### config.mk
export PLATFORM = sky130hd
export DESIGN_NAME = countdown_sequencer
export DESIGN_NICKNAME = d
export VERILOG_FILES = /design/src/rtl/countdown_sequencer.sv
export SDC_FILE = /design/constraint.sdc
export NUM_CORES = 1
export LEC_CHECK = 0
export ABC_AREA = 0
export CAP_MARGIN = 20
export CORE_AREA = 2 2 62 64
export CTS_BUF_LIST = sky130_fd_sc_hd__clkbuf_4 sky130_fd_sc_hd__clkbuf_8
export DETAILED_ROUTE_END_ITERATION = 10
export DIE_AREA = 0 0 64 66
export PLACE_DENSITY = 0.72
export SETUP_SLACK_MARGIN = 0.4
export SKIP_LAST_GASP = 1
export SLEW_MARGIN = 40
export SYNTH_ARGS = -nofsm -noshare
export SYNTH_HDL_FRONTEND = slang
export SYNTH_SLANG_ARGS = --single-unit
### constraint.sdc
create_clock -name clk -period 2 [get_ports clk]
set_input_delay 0.3 -clock clk [delete_from_list [all_inputs] [get_ports clk]]
set_output_delay 0.3 -clock clk [all_outputs]
set_load 0.005 [all_outputs]
### src/rtl/countdown_sequencer.sv
// BCD MM:SS countdown sequencer; COUNTDOWN_AUTO_RELOAD_EN reloads the last legal value on expiry.
// Latency: a qualified tick or strobe sampled at posedge N is visible on the outputs after posedge N.
// Backpressure: none; the strobes are one cycle wide, and timer_en gates the tick source outside RUN.
module countdown_sequencer #(
    parameter int MIN_TENS_MAX     = 9,
    parameter int TICK_WIDTH_CHECK = 1
) (
    input  logic        clk,
    input  logic        rst,
    input  logic        tick,
    input  logic        load,
    input  logic [15:0] load_val,
    input  logic        start,
    input  logic        pause,
    input  logic        clear,
    output logic        timer_en,
    output logic [15:0] digits,
    output logic        running,
    output logic        expired,
    output logic        load_err
);

    typedef enum logic [2:0] {
        S_IDLE,
        S_LOADED,
        S_RUN,
        S_PAUSE,
        S_DONE
    } state_t;

    state_t      state, state_nxt;
    logic [15:0] digits_q, digits_nxt;
    logic        expired_q, expired_nxt;
    logic        load_err_q, load_err_nxt;
    logic        tick_q;
    logic        tick_qual;
    logic        load_ok;
    logic        start_ok;
    logic [15:0] dec_val;
`ifdef COUNTDOWN_AUTO_RELOAD_EN
    logic [15:0] shadow_q, shadow_nxt;
`endif

    function automatic logic [15:0] bcd_dec(input logic [15:0] v);
        logic [3:0] mt, mo, st, so;
        {mt, mo, st, so} = v;
        if (so != 4'd0) begin
            so = so - 4'd1;
        end else begin
            so = 4'd9;
            if (st != 4'd0) begin
                st = st - 4'd1;
            end else begin
                st = 4'd5;
                if (mo != 4'd0) begin
                    mo = mo - 4'd1;
                end else begin
                    mo = 4'd9;
                    mt = mt - 4'd1;
                end
            end
        end
        return {mt, mo, st, so};
    endfunction

    // With width checking, a tick held high counts only on its first cycle.
    assign tick_qual = (TICK_WIDTH_CHECK != 0) ? (tick & ~tick_q) : tick;
    assign dec_val   = bcd_dec(digits_q);
    assign load_ok   = (int'(load_val[15:12]) <= MIN_TENS_MAX) && (load_val[15:12] <= 4'd9) &&
                       (load_val[11:8] <= 4'd9) && (load_val[7:4] <= 4'd5) && (load_val[3:0] <= 4'd9);
    assign start_ok  = start && ((state == S_LOADED) || (state == S_PAUSE)) && (digits_q != 16'h0000);

    always_ff @(posedge clk) begin
        if (!rst) begin
            state      <= S_IDLE;
            digits_q   <= 16'h0000;
            expired_q  <= 1'b0;
            load_err_q <= 1'b0;
            tick_q     <= 1'b0;
`ifdef COUNTDOWN_AUTO_RELOAD_EN
            shadow_q   <= 16'h0000;
`endif
        end else begin
            state      <= state_nxt;
            digits_q   <= digits_nxt;
            expired_q  <= expired_nxt;
            load_err_q <= load_err_nxt;
            tick_q     <= tick;
`ifdef COUNTDOWN_AUTO_RELOAD_EN
            shadow_q   <= shadow_nxt;
`endif
        end
    end

    always_comb begin
        state_nxt    = state;
        digits_nxt   = digits_q;
        expired_nxt  = 1'b0;
        load_err_nxt = 1'b0;
`ifdef COUNTDOWN_AUTO_RELOAD_EN
        shadow_nxt   = shadow_q;
`endif
        if (clear) begin
            state_nxt  = S_IDLE;
            digits_nxt = 16'h0000;
`ifdef COUNTDOWN_AUTO_RELOAD_EN
            shadow_nxt = 16'h0000;
`endif
        end else if (state == S_RUN) begin
            // A tick coinciding with pause is still applied; expiry outranks the pause.
            if (tick_qual) begin
                digits_nxt = dec_val;
            end
            if (pause) begin
                state_nxt = S_PAUSE;
            end
            if (tick_qual && (dec_val == 16'h0000)) begin
                expired_nxt = 1'b1;
                state_nxt   = S_DONE;
`ifdef COUNTDOWN_AUTO_RELOAD_EN
                if (shadow_q != 16'h0000) begin
                    digits_nxt = shadow_q;
                    state_nxt  = pause ? S_PAUSE : S_RUN;
                end
`endif
            end
        end else if (!pause) begin
            if (start_ok) begin
                state_nxt = S_RUN;
            end else if (load) begin
                if (load_ok) begin
                    state_nxt  = S_LOADED;
                    digits_nxt = load_val;
`ifdef COUNTDOWN_AUTO_RELOAD_EN
                    shadow_nxt = load_val;
`endif
                end else begin
                    load_err_nxt = 1'b1;
                end
            end
        end
    end

    assign timer_en = (state == S_RUN);
    assign running  = (state == S_RUN);
    assign digits   = digits_q;
    assign expired  = expired_q;
    assign load_err = load_err_q;

endmodule

Yosys cells after proc, flatten, opt, wreduce, memory -nomap -nowiden
Index checks and enable logic that the tools add are counted.

Register bits after elaboration: 22. Input bits: 23. Logic and storage cells: 72.

$add $sub $neg: 4. Magnitude comparators: 5. Eq/ne operators: 7. Mux-type cells: 24. Bitwise operators: 5. Reduce and logical (&&, ||, !) cells: 22.

Operators by type and width (count): $mux 16 (6); $mux 4 (9); $mux 3 (7); $le 4x4->1 const B (4); $logic_not 16->1 (1); $reduce_bool 16->1 (1); $sub 4x1->4 const B (4); $reduce_bool 4->1 (3); $logic_and 1x1->1 (7); $eq 3x2->1 const B (2); $reduce_bool 3->1 (2); $reduce_or 6->1 (1); $reduce_and 5->1 (1); $le 4x3->1 const B (1); $ne 2x1->1 const B (2); $not 1->1 (4); $reduce_and 4->1 (1); $reduce_bool 2->1 (2); $eq 3x1->1 const B (1); $ne 3x2->1 const B (1); $reduce_or 3->1 (1); $mux 1 (2); $ne 2x2->1 const B (1); $reduce_or 2->1 (1); 2 further kinds (2).

Logic depth before layout (Yosys ltp)
Gate-level depths: netlist of the first run.

Word-level depth: 10. Mapped depth: 8. Mapped depth without buffers: 7.

Least setup slack after synthesis of the first run
Ideal clock, no wire load.

Path type: reg2reg. From: register digits_q[0] (netlist: digits[0]). To: register digits_q[12] (netlist: digits[12]). Library setup time: 0.092 ns. Arrival: 1.852 ns. Data required time: 1.908 ns. Path slack: 0.055 ns. Stages on the path, launching flop included: 7. Cells stage by stage: dfxtp_1 buf_6 nor4_2 nand4_2 a211o_4 buf_6 o32ai_1.

Cells in the longest elaborated chain, start to end: 4. Elaborated cells on any way between the ends: 8.

RTL lines: start, declared (RTL line 32) `logic [15:0] digits_q, digits_nxt;`; start signal, assigned (RTL line 85) `digits_q <= digits_nxt;`; $reduce_bool 16->1 or $reduce_bool 4->1 (tied branches) (RTL line 71, 47); $logic_and 1x1->1 or $mux 4 (tied branches) (RTL line 71, 47); $ne 2x2->1 (no line) or $mux 16 (tied branches); $reduce_and 5->1 (no line) or $mux 16 (tied branches).

Parallel ways exist; a longest one is shown, timed or not. The select of a mux whose other input is x is not followed. A chain may end at the register's enable or synchronous reset.

Worst setup path in the final report of the first run
From: register digits_q[9] (netlist: digits[9]). To: register state[0].

Cells in the longest elaborated chain, start to end: 8. Elaborated cells on any way between the ends: 20.

RTL lines: $sub 4x1->4 or $reduce_bool 4->1 (tied branches) (RTL line 56, 55); $mux 4 (RTL line 55) `if (mo != 4'd0) begin`; $mux 4 (RTL line 51) `if (st != 4'd0) begin`; $mux 4 (RTL line 47) `if (so != 4'd0) begin`; $logic_not 16->1 (RTL line 117) `if (tick_qual && (dec_val == 16'h0000)) begin`; $logic_and 1x1->1 (RTL line 117); $ne 3x2->1 (no line) or $mux 3 (tied branches); $reduce_and 4->1 (no line) or $mux 3 (tied branches); end signal, assigned (RTL line 84) `state <= state_nxt;`; end, declared (RTL line 31) `state_t state, state_nxt;`.

Parallel ways exist; a longest one is shown, timed or not. The select of a mux whose other input is x is not followed.

==> flow_summary.toml, run 1 <==
[timing]
skew_ps = 14.07
timing_hold_violations_final = 0
slew_headroom = 0.5161
setup_viol = 0
drv_slew = 0
fmax_mhz = 503.2
period_needed_ps = 1987
tightest_slew_ps = 723.2
rsz0062_at_grt = "true"
tns_ps = 0
fin_crit_sh = 0.9936

[place]
gp_routability_congestion = 0.8279
io_buffers = 42
dp_cells = 304
dpl.hpwl_mm = 3.319

[pwr]
p_per_area_mw_per_mm2 = 342.0
pwr-share-seq = 0.472
vdd_ir_drop_max_v = 0.0001856
p_int_mw = 0.6609
pwr-share-clk = 0.297
p_leak_nw = 1.150
comb_power_share = 0.232
switching_share = 0.2853
p_switching_mw = 0.2639

[synth]
synth_top_area_share = 0.2988
syn_area_mm2 = 0.001474
synthCells = 190
ys_types = 51
synth-main-ff-cell = "dfxtp_1"
ys_warn_count = 0
synth_area_per_cell_um2 = 7.757
yosys-top-cells-area = "dfxtp_1, a21oi_1, nand2_1"
synth_nets = 215
ys_ff_latch = 22
synthArstFlopShare = 0
synth_edf_count = 0
synth_top_cell_by_area = "dfxtp_1"
ys_seq_area_frac = 0.2988

[cells_and_area]
antennaDiodeCount = 0
fin_nets = 315
fin_cells = 337
drive_above_1_share = 0.4533
syn2layout_area_growth_pct = 83.45
final_common_cell = "buf_4"
final_cell_mix = "buf_4, clkdlybuf4s50_1, nand2_1"

[cts]
clock_sinks = 22
cts_tree = "yes"
clk_latency_ps = 330
cts_root_buffer = "clkbuf_4"
cts_max_path_buffers = 2
htree_levels = 1
postCtsHoldBufs = 0
cts_made_buffers = 3
path_clk_slew_ps = 150

[critical_path]
cp_slowest_stage_delay_ps = 390
reg2reg_slack_ps = 10
timing_worst_setup_path_type = "reg -> reg"
crit_buf_inv = 1
endpoint_kind = "flop"
rr_worst_depth = 6
r2r-end = "state[0]"
critPathLaunchType = "flop"
cpLargestDelayFamily = "simple AND/OR/NAND/NOR gates"
cp.depth = 6
r2r_start = "digits[9]"
crit_arrival_ps = 2220
cp_cell_sequence = "buf_6 -> nor4b_1 -> and3_1 -> nand4_1 -> or3_4 -> and3_4"
crit_start = "digits[9]"
crit_required_ps = 2230
cp_max_fo = 6
cpMaxStageDelayCell = "nor4b_1"

[hold_path]
min_delay_worst_endpoint = "digits[11]"
holdPathStages = 2
min_path_type = "reg -> reg"
min_from = "digits[11]"

[global_route]
grt_max_degree = 16
grt_pass1_vias = 1789
grt_overflow = 0
grt_pass1_wl_mm = 8.376
grtUsageTotal = 0.2548
antenna_found_initial = 0

[floorplan]
core_mm2 = 0.003551
dieArea_mm2 = 0.004224
die_h_um = 66
ios = 43
fp-row-count = 22
chipWidth_um = 64
initial_utilization = 0.4151

[drt]
routed_wl_mm = 5.961
first_pass_iters = 5
drtIter0Drc = 258
vias = 1989
viasPerCell = 5.902
wl_per_cell_um = 17.69
drcViolationCount = 0
antenna_left = 0

[outcome]
status = "finished clean"

[run]
max_cap_viol_count = 0
routing by layer:
layer / track usage / wire length (um)
met3: 0.04089 / 560
met1: 0.3260 / 2309
met2: 0.4297 / 2991
met5: 0 / 0
met4: 0.09511 / 98
how the worst max path moves through the flow:
stage and to:
2_1_floorplan digits[12], 3_3_place_gp digits[9], 3_5_place_dp digits[9], 4_1_cts digits[13]
5_1_grt digits[0], 6_report state[0]
power groups by stage:
stage          registers (mW)  clock network [mW]  logic, mW
3_5_place_dp            0.454                   0      0.160
2_1_floorplan           0.455                   0     0.0671
5_1_grt                 0.437               0.293      0.228
4_1_cts                 0.441               0.264      0.180
6_report                0.436               0.274      0.214
3_3_place_gp            0.454                   0      0.159
final cells by class:
type | instances | area, um2
Clock buffer | 4 | 36.28
Inverter | 6 | 27.53
Fill cell | 242 | 847.1
Timing Repair Buffer | 106 | 923.4
Sequential cell | 22 | 480.5
Multi-Input combinational cell | 151 | 1176
Tap cell | 48 | 60.06
synthesized netlist by cell type (all sizes together) (2+ instances only):
master,number
nand4,4
o221ai,2
nand2b,4
clkbuf,7
mux2i,2
dfxtp,22
nor3,7
nor2,12
o21ai,20
and3,2
ha,2
a31oi,2
o32ai,3
inv,6
buf,6
o211ai,3
nor4,4
nand3b,2
nand3,5
a211o,2
a21oi,23
or3,3
nand2,23
or4,3
nor2b,2
nor4b,4
what timing repair did:
action | in CTS | in global routing
gates cloned | 2 | 0
hold endpoints to repair | 0 | 0
resized for setup | 56 | 40
endpoints found under the setup margin | 37 | 28
pin swaps | 13 | 18
buffers inserted | 14 | 13
metrics by stage:
stage	util	cell area [um2]	worst slack, ps	hold slack [ps]	power, mW
CTS	0.6910	2454	133.8	523.2	0.8851
finish	0.7615	2704	12.72	527.3	0.9247
global placement	0.6113	2171	-214.3	547.5	0.6134
global route	0.7615	2704	-79.03	544.9	0.9576
floorplan	-	1498	60.79	421.7	0.5216
detailed placement	0.6113	2171	-300.9	550.1	0.6142
kinds of logic (layout without fill, tap and decap cells):
group                      after synthesis  in the layout  synth area share
DFF                                     22             22            0.2988
xor gates and xnor gates                 1              1          0.005943
AOI/OAI and AO/OA                       64             66            0.2776
adders and majority gates                2              2           0.01698
and+or+nand+nor                         79             79            0.3115
muxes                                    3              3           0.02122
buffers and inverters                   19            116           0.06791
worst register-to-register path: cells and delay by family (launching register included):
kind,cells,cell delay [ps]
AND/OR/NAND/NOR,5,1390
buffers and inverters,1,130
flip-flops,1,370
flip-flops by register name (all words and copies together), names as in the netlist:
signal    cells
state         3
tick_q        1
digits       16
expired       1
load_err      1
No activity file was read; power rests on OpenSTA's default activity.
==> run 2, diff against run 1 <==
Settings changed: ABC_AREA 0 to unset, SKIP_CTS_REPAIR_TIMING set to 1.
==> run 2 against run 1 <==
Compared with the run above:
- clock power decreased by 3%
- critical path depth increased by 1
- critical path type unchanged
- final cell count decreased by 5.3%
- sequential share of layout area increased by 1.7 points
- largest power group unchanged
- power decreased by 4.8%
==> flow_summary.toml, run 2 (synthesized netlist as in run 1, its figures left out) <==
[drt]
drtIter0Drc = 178
drcViolationCount = 0
first_pass_iters = 5
wl_per_cell_um = 15.43
viasPerCell = 5.633
routed_wl_mm = 4.922
vias = 1797
antenna_left = 0

[cts]
clock_sinks = 22
cts_tree = "yes"
cts_max_path_buffers = 2
htree_levels = 1
path_clk_slew_ps = 140
clk_latency_ps = 330
cts_made_buffers = 3
cts_root_buffer = "clkbuf_4"

[global_route]
grtUsageTotal = 0.2126
grt_pass1_vias = 1512
antenna_found_initial = 0
grt_pass1_wl_mm = 7.038
grt_overflow = 0
grt_max_degree = 18

[cells_and_area]
drive_above_1_share = 0.3358
largest_reg_flops = 16
antennaDiodeCount = 0
final_common_cell = "buf_4"
fin_util = 0.6875
fillers = 285
final_cell_mix = "buf_4, clkdlybuf4s50_1, nand2_1"
finalInstanceArea_mm2 = 0.002441
syn2layout_area_growth_pct = 65.62
fin_nets = 297

[timing]
skew_ps = 11.51
worst_slack_ps = 91.63
timing_hold_violations_final = 0
fin_crit_sh = 0.9542
fmax_mhz = 524.0
drv_slew = 0
period_needed_ps = 1908
rsz0062_at_grt = "true"
tns_ps = 0
setup_viol = 0
slew_headroom = 0.5905
tightest_slew_ps = 612.0

[critical_path]
cp_max_fo = 8
endpoint_kind = "flop"
critPathLaunchType = "flop"
cpMaxStageDelayCell = "a211o_4"
cp_cell_sequence = "nor4_4 -> buf_4 -> nand4_2 -> buf_4 -> a211o_4 -> o21ai_1 -> a21oi_1"
timing_worst_setup_path_type = "reg -> reg"
crit_arrival_ps = 2140
crit_required_ps = 2230
crit_top_cell = "buf_4"
cp_slowest_stage_delay_ps = 370

[floorplan]
fp-row-count = 22
chipWidth_um = 64
dieArea_mm2 = 0.004224
ios = 43
initial_utilization = 0.4151
die_h_um = 66
core_mm2 = 0.003551

[place]
dpl.hpwl_mm = 3.319
io_buffers = 42
postPlaceCellArea_mm2 = 0.002171
pre_cts_slack_ps = -300.9
gp_routability_congestion = 0.8279

[outcome]
status = "finished clean"

[hold_path]
min_path_type = "reg -> reg"

[pwr]
p_leak_nw = 1.099
p_per_area_mw_per_mm2 = 360.5
vdd_ir_drop_max_v = 0.0002000

[run]
max_cap_viol_count = 0
==> run 2: final cells by class <==
| class | count | area, um2 | area share |
|---|---|---|---|
| Clock buffer | 4 | 36.28 | 0.01486 |
| Inverter | 6 | 25.02 | 0.01025 |
| Multi-Input combinational cell | 151 | 1036 | 0.4244 |
| Sequential cell | 22 | 475.5 | 0.1948 |
| Tap cell | 48 | 60.06 | 0.02460 |
| Timing Repair Buffer | 88 | 808.3 | 0.3311 |
==> run 2: per-layer routing <==
layer / wire [um] / track usage
met4: 76 / 0.06522
met5: 0 / 0
met2: 2384 / 0.3411
met1: 2101 / 0.2966
met3: 359 / 0.02555
==> run 2: worst paths after layout <==
kind	slack, ps	end	cells after the start	startpoint
max	90	digits[15]	7	digits[10]
min	540	digits[14]	2	digits[14]
max reg2reg	90	digits[15]	7	digits[10]
min reg2reg	540	digits[14]	2	digits[14]
==> run 2: per-stage QoR <==
| step | hold slack (ps) | power (mW) | std cells |
|---|---|---|---|
| 2_1_floorplan | 421.7 | 0.5216 | 190 |
| 3_5_place_dp | 550.1 | 0.6142 | 304 |
| 5_1_grt | 561.9 | 0.9218 | 319 |
| 3_3_place_gp | 547.5 | 0.6134 | 304 |
| 4_1_cts | 571.7 | 0.8697 | 308 |
| 6_report | 541.4 | 0.8800 | 319 |
==> run 2: power by group <==
part | total (mW) | internal (mW) | switching, mW
clock | 0.265 | 0.112 | 0.153
combinational | 0.178 | 0.0997 | 0.0786
sequential | 0.437 | 0.434 | 0.00312
==> run 2: critical path, delay by kind of cell, from the launching register on <==
| kind | cells | cell delay, ps |
|---|---|---|
| AO/OA/AOI/OAI | 3 | 610 |
| buffers and inverters | 2 | 400 |
| AND/OR/NAND/NOR | 2 | 440 |
| flip-flops | 1 | 360 |
